`config.mk`:
```
export PLATFORM = sky130hd
export DESIGN_NAME = wasca_led_driver
export DESIGN_NICKNAME = d
export VERILOG_FILES = /design/src/rtl/wasca_led_driver.sv
export SDC_FILE = /design/constraint.sdc
export NUM_CORES = 1
export LEC_CHECK = 0
export BUFFER_PORTS_ARGS = -buffer_cell sky130_fd_sc_hd__buf_4
export CAP_MARGIN = 20
export CORE_ASPECT_RATIO = 0.75
export CORE_MARGIN = 10
export CORE_UTILIZATION = 50
export DETAILED_ROUTE_END_ITERATION = 8
export GPL_TIMING_DRIVEN = 0
export PLACE_DENSITY = 0.68
export SLEW_MARGIN = 20
export SYNTH_ARGS = -nofsm -noshare
export SYNTH_HDL_FRONTEND = slang
export SYNTH_SLANG_ARGS = --single-unit
```
`constraint.sdc`:
```
create_clock -name clk -period 2.75 [get_ports clk]
set_input_delay 0.55 -clock clk [delete_from_list [all_inputs] [get_ports clk]]
set_output_delay 0.55 -clock clk [all_outputs]
set_load 0.05 [all_outputs]
```
`src/rtl/wasca_led_driver.sv`:
```
// wasca_led_driver
//   Output stage between the extra-LEDs PIO register and the board LED pins.
//   The steady pattern written by the CPU is dimmed by a global PWM duty and
//   overlaid with per-channel activity blinking: a rising edge on act_in opens
//   a timed window during which the LED is inverted on the shared blink phase.
//
// Ports
//   clk            : system clock
//   reset_n        : asynchronous active-low reset, clears every register
//   led_in         : steady LED pattern from the PIO out_port (clk domain)
//   act_in         : activity strobes, may be asynchronous, >=2 clk wide
//   brightness     : global PWM duty, 0 = off, all-ones = always on
//   led_out        : registered LED pin drive (polarity set by ACTIVE_LOW)
//   stretch_active : registered per-channel "blink window running" flag
module wasca_led_driver #(
  parameter int N_LEDS        = 5,
  parameter int PRESCALE      = 50000,
  parameter int STRETCH_TICKS = 50,
  parameter int BLINK_TICKS   = 25,
  parameter int PWM_BITS      = 8,
  parameter bit ACTIVE_LOW    = 1'b0
) (
  input  logic                clk,
  input  logic                reset_n,
  input  logic [N_LEDS-1:0]   led_in,
  input  logic [N_LEDS-1:0]   act_in,
  input  logic [PWM_BITS-1:0] brightness,
  output logic [N_LEDS-1:0]   led_out,
  output logic [N_LEDS-1:0]   stretch_active
);

  localparam int PS_W = (PRESCALE > 1) ? $clog2(PRESCALE) : 1;

  logic [PS_W-1:0]     r_prescale;
  logic                w_tick;
  logic [7:0]          r_blink_cnt;
  logic                r_blink_phase;
  logic [N_LEDS-1:0]   r_act_s1;
  logic [N_LEDS-1:0]   r_act_s2;
  logic [N_LEDS-1:0]   r_act_s3;
  logic [N_LEDS-1:0]   w_act_rise;
  logic [7:0]          r_stretch_cnt [N_LEDS];
  logic [N_LEDS-1:0]   w_cnt_nz;
  logic [PWM_BITS-1:0] r_pwm_cnt;
  logic                w_pwm_on;
  logic [N_LEDS-1:0]   r_led_reg;
  logic [N_LEDS-1:0]   w_lit;
  logic [N_LEDS-1:0]   r_led_out;
  logic [N_LEDS-1:0]   r_stretch_active;

  // One-clk tick on the last prescaler count; the counter wraps on that same cycle.
  assign w_tick = (r_prescale == PS_W'(PRESCALE - 1));

  always_ff @(posedge clk or negedge reset_n) begin
    if (!reset_n) begin
      r_prescale <= '0;
    end else if (w_tick) begin
      r_prescale <= '0;
    end else begin
      r_prescale <= r_prescale + 1'b1;
    end
  end

  // Free-running blink phase shared by all channels, toggling every BLINK_TICKS ticks.
  always_ff @(posedge clk or negedge reset_n) begin
    if (!reset_n) begin
      r_blink_cnt   <= 8'd0;
      r_blink_phase <= 1'b0;
    end else if (w_tick) begin
      if (r_blink_cnt == 8'(BLINK_TICKS - 1)) begin
        r_blink_cnt   <= 8'd0;
        r_blink_phase <= ~r_blink_phase;
      end else begin
        r_blink_cnt <= r_blink_cnt + 8'd1;
      end
    end
  end

  // act_in may be asynchronous: two flops to synchronise, a third for edge detection.
  always_ff @(posedge clk or negedge reset_n) begin
    if (!reset_n) begin
      r_act_s1 <= '0;
      r_act_s2 <= '0;
      r_act_s3 <= '0;
    end else begin
      r_act_s1 <= act_in;
      r_act_s2 <= r_act_s1;
      r_act_s3 <= r_act_s2;
    end
  end

  assign w_act_rise = r_act_s2 & ~r_act_s3;

  // A fresh edge reloads the window even on a tick cycle, so retriggering always
  // restores the full STRETCH_TICKS rather than losing one to the decrement.
  always_ff @(posedge clk or negedge reset_n) begin
    if (!reset_n) begin
      for (int i = 0; i < N_LEDS; i++) begin
        r_stretch_cnt[i] <= 8'd0;
      end
    end else begin
      for (int i = 0; i < N_LEDS; i++) begin
        if (w_act_rise[i]) begin
          r_stretch_cnt[i] <= 8'(STRETCH_TICKS);
        end else if (w_tick && (r_stretch_cnt[i] != 8'd0)) begin
          r_stretch_cnt[i] <= r_stretch_cnt[i] - 8'd1;
        end
      end
    end
  end

  always_comb begin
    w_cnt_nz = '0;
    for (int i = 0; i < N_LEDS; i++) begin
      w_cnt_nz[i] = (r_stretch_cnt[i] != 8'd0);
    end
  end

  always_ff @(posedge clk or negedge reset_n) begin
    if (!reset_n) begin
      r_pwm_cnt <= '0;
    end else begin
      r_pwm_cnt <= r_pwm_cnt + 1'b1;
    end
  end

  // All-ones brightness is forced on so full scale really means 100% duty.
  assign w_pwm_on = (brightness == '1) | (r_pwm_cnt < brightness);

  // Inside a window the blink phase inverts the steady state instead of replacing it.
  assign w_lit = r_led_reg ^ (w_cnt_nz & {N_LEDS{r_blink_phase}});

  always_ff @(posedge clk or negedge reset_n) begin
    if (!reset_n) begin
      r_led_reg        <= '0;
      r_led_out        <= {N_LEDS{ACTIVE_LOW}};
      r_stretch_active <= '0;
    end else begin
      r_led_reg        <= led_in;
      r_led_out        <= {N_LEDS{ACTIVE_LOW}} ^ ({N_LEDS{w_pwm_on}} & w_lit);
      r_stretch_active <= w_cnt_nz;
    end
  end

  assign led_out        = r_led_out;
  assign stretch_active = r_stretch_active;

endmodule
```
[After elaboration in Yosys (flattened, before gate mapping)]
Index checks and enable logic that the tools add are counted.
W data, S select, Z words.
Word-level totals
  logic and storage cells: 62
  flip-flop bits (word level): 103
  input port bits: 20
  output and inout port bits: 10
Operators by class
  muxes and demuxes: 12
  magnitude comparators: 1
  bitwise logic cells: 7
  $add $sub $neg: 8
  reductions and logical operators: 16
  eq/ne operators: 3
Operators with widths (count)
  $mux W8: 11
  $reduce_bool A8 Y1: 5
  $sub A8 B1 Y8 const B: 5
  $add A16 B1 Y16 const B: 1
  $add A8 B1 Y8 const B: 2
  $eq A16 B16 Y1 const B: 1
  $mux W16: 1
  $and A5 B5 Y5: 3
  $reduce_bool A2 Y1: 5
  $eq A8 B5 Y1 const B: 1
  $eq A8 B8 Y1 const B: 1
  $lt A8 B8 Y1: 1
  $logic_and A1 B1 Y1: 5
  $not A5 Y5: 1
  $xor A5 B5 Y5: 1
  $reduce_and A2 Y1: 1
  $not A1 Y1: 1
  $or A1 B1 Y1: 1

[Depth between registers and ports, before layout]
  depth after elaboration: 4
  depth in mapped cells: 7
  depth with buffers taken out: 7

[Least setup slack after synthesis]
No wires, ideal clock.
  path type: register -> register
  from: register r_prescale[0]
  to: register r_stretch_cnt[4] (netlist name)
  data required time: 2.614 ns
  setup slack: 0.787 ns
  cell stages (with the launch flop): 7
  setup time: 0.136 ns
  buffers on the path: 1
  period minus slack after synthesis: 1.963 ns
  arrival time: 1.827 ns
  cells stage by stage: dfrtp_1 ha_1 and3_1 nand4_4 clkbuf_1 o31ai_1 or3b_2
On the way
  longest elaborated chain between the ends: 3
Ends and longest elaborated chain
  start, declared: RTL line 34  | logic [PS_W-1:0] r_prescale;
  start signal, assigned: RTL line 60  | r_prescale <= r_prescale + 1'b1;
  $eq A16 B16 Y1: RTL line 52  | assign w_tick = (r_prescale == PS_W'(PRESCALE - 1));
  $logic_and A1 B1 Y1: RTL line 105  | end else if (w_tick && (r_stretch_cnt[i] != 8'd0)) begin
  $reduce_bool A2 Y1 (no line)
  end signal, assigned by index: RTL line 104  | r_stretch_cnt[i] <= 8'(STRETCH_TICKS);
  end signal, assigned by index: RTL line 106  | r_stretch_cnt[i] <= r_stretch_cnt[i] - 8'd1;
  end, declared: RTL line 42  | logic [7:0] r_stretch_cnt [N_LEDS];
Every way passes these cells.
A chain may end at the register's enable or synchronous reset.

[Final worst setup path]
  from: register r_prescale[0]
  to: register r_blink_phase
On the way
  longest elaborated chain between the ends: 2
Ends and longest elaborated chain
  $eq A16 B16 Y1: RTL line 52
  $reduce_and A2 Y1 (no line)
  end signal, assigned: RTL line 72  | r_blink_phase <= ~r_blink_phase;
  end, declared: RTL line 37  | logic r_blink_phase;
Every way passes these cells.

==> impl_metrics.ini <==
[power]
leakagePower_nw = 2.37
p_per_area_nw_per_um2 = 523
vdd_drop_max_mv = 0.321

[routing]
antenna_left = 0
dr_total_vias = 3688
drt-initial-drc-count = 304
via_per_inst = 5.74
wirelength_mm = 10.5
drc = 0
wire_per_inst_um = 16.3
drtPass1Iterations = 5

[critical_path]
crit_start = r_prescale[0]
cp_data_arrival_time_ns = 2.73
worstPathRequired_ns = 2.97
end_kind = register
timing.critical_path.from_type = register
rrSetupSlack_ns = 0.24
reg2reg_from = r_prescale[0]
path_class = reg2reg
worst-r2r-cell-count = 7
path_max_fanout = 10
reg2reg_to = r_blink_phase

[yosys]
synth_area_per_cell_um2 = 10.5
synth_top_area_share_pct = 52.8
synth_edf_count = 0
yosysSeqAreaShare_pct = 52.8
synthesis.nets = 504
yosysWarningCount = 0
synth_ff_type = dfrtp_1
yosys.area.top_type = dfrtp_1
postSynthCellCount = 465
synthArstFlopShare_pct = 100
synth.cell_area_um2 = 4880
ys_top_cells_by_area = dfrtp_1 53%, ha_1 4.9%, o21ai_0 3.4%
synth-seq-cells = 103
ys_types = 49

[global_route]
grt_util_met1_pct = 20.2
grt_use_met3_pct = 3.98
grt_usage_pct = 15.0
antenna_found_initial = 0
grt-busiest-layer = met2
grt_pass1_wl_mm = 17.5
use_met2_pct = 23.5
grt_overflow = 0
grt_max_degree = 104
grt_pass1_vias = 3598

[clock_network]
cts-hold-fix-buffers = 0
postCtsResizedCells = 0
clock_path_buffers = 2
numCtsBuffers = 9
cts_tree = built
post-cts-setup-buffers = 0
clkLatencyLatePin_ns = 0.34
clk_pin_slew_ns = 0.07
cts_root_buf = clkbuf_16
cts.sinks = 103
cts.htree.levels = 3

[layout]
fin_nets = 544
drive_above_1_share_pct = 12.5
seq_area_um2 = 2580
largest_reg_flops = 40
final_common_cell = dfrtp_1
n_antenna_cell = 0
top_register = r_stretch_cnt
final_cell_mix = 103 x dfrtp_1, 33 x o21ai_0, 32 x a21oi_1, 30 x inv_1, 28 x buf_4
nFillCells = 806
area_growth_pct = 13.9
largest_registers = r_stretch_cnt: 40 flops, r_prescale: 16 flops
multiInputGateArea_um2 = 2140

[die]
initial_core_util_pct = 51.0
die_h_um = 106
die_w_um = 134
design.core.area_um2 = 9580
die_area_um2 = 14200
num_rows = 31
num_io_pins = 30

[outcome]
status = complete, no violations

[placement]
dp_hpwl_mm = 7.14
routabilityCongestion = 0.839
port_buffers = 29
dp_slack_ns = 0.228

[timing]
fin_crit_sh_pct = 91.2
period_minus_slack_ns = 2.51
skew_ns = 0.00741
maxSlewViolCount = 0
setup_ws_ns = 0.241
hold_viol = 0
clock.fmax_mhz = 399
rsz0062_at_grt = no
slew_headroom_pct = 32.6
tightest_slew_ns = 1.01
tns_ns = 0
setup_violations = 0

[worst_hold_path]
hp-class = in2async

[run]
max-cap-violations = 0
==> final cells by class <==
cell class,instances,area share [%]
plain buffers,13,0.922
clock buffers,12,4.43
clock inverters,4,0.810
inverters,32,2.16
multi-input cells,317,38.4
flip-flops and latches,103,46.3
well taps,132,2.97
repair buffers,29,3.98
==> cells by family after synthesis <==
kind of cell | count (synthesis) | synth area share (%)
fa+ha+maj | 19 | 4.87
compound gates | 102 | 12.5
simple gates | 171 | 21.8
flops | 103 | 52.8
mux | 2 | 0.410
buf+inv | 45 | 3.51
xor+xnor | 23 | 4.12
==> cells in the mapped netlist (4+ instances only) <==
master    count
inv_1        30
and3_1       14
dfrtp_1     103
nor2_1       25
nand2_1      14
or3_1        10
ha_1         19
nor2b_1       5
or4_1        22
nand4_1      10
xor2_1        8
a21oi_1      32
o31ai_1      13
a41o_1        4
o21ai_0      33
clkbuf_1     10
a31oi_1       9
nand3_1      24
and4_1        9
nand2b_1      8
xnor2_1      15
nor3_1        4
==> layer usage <==
layer	wire length [µm]	share of wire, %
met5	0	0
met4	106	1.0
met3	486	4.6
met2	4880	46
met1	5020	48
==> worst max-delay path by stage <==
stage | endpoint | slack, ns
final | r_blink_phase | 0.24
after global routing | r_blink_phase | 0.08
after CTS | r_blink_phase | 0.24
after detailed placement | r_blink_phase | 0.23
after global placement | r_blink_phase | 0.27
after floorplan | r_stretch_cnt[4] | 0.79
==> report_power, final <==
group / internal [W] / total, W / switching, W / leakage, nW
logic: 0.0000359 / 0.000109 / 0.0000731 / 0.970
clock network: 0.000726 / 0.00126 / 0.000529 / 0.146
registers: 0.00153 / 0.00154 / 0.00000792 / 1.25
total: 0.00230 / 0.00291 / 0.000610 / 2.37
==> through the flow <==
stage	cells	utilization, %	hold slack [ns]	total power [W]	instance area (µm²)
after detailed placement	626	55.0	0.336	0.00168	5270
after global routing	642	58.1	0.297	0.00301	5560
after global placement	626	55.0	0.332	0.00168	5270
after floorplan	465	-	0.254	0.00161	4880
after CTS	642	58.1	0.301	0.00293	5560
final	642	58.1	0.307	0.00291	5560
==> critical path, stage by stage, from the launching register on <==
cell,delay [ns]
dfrtp_1,0.45
ha_1,0.29
and3_1,0.28
nand4_4,0.15
clkbuf_1,0.40
clkbuf_1,0.50
nor2_1,0.15
xnor2_1,0.16
(Power assumes the default switching activity.)
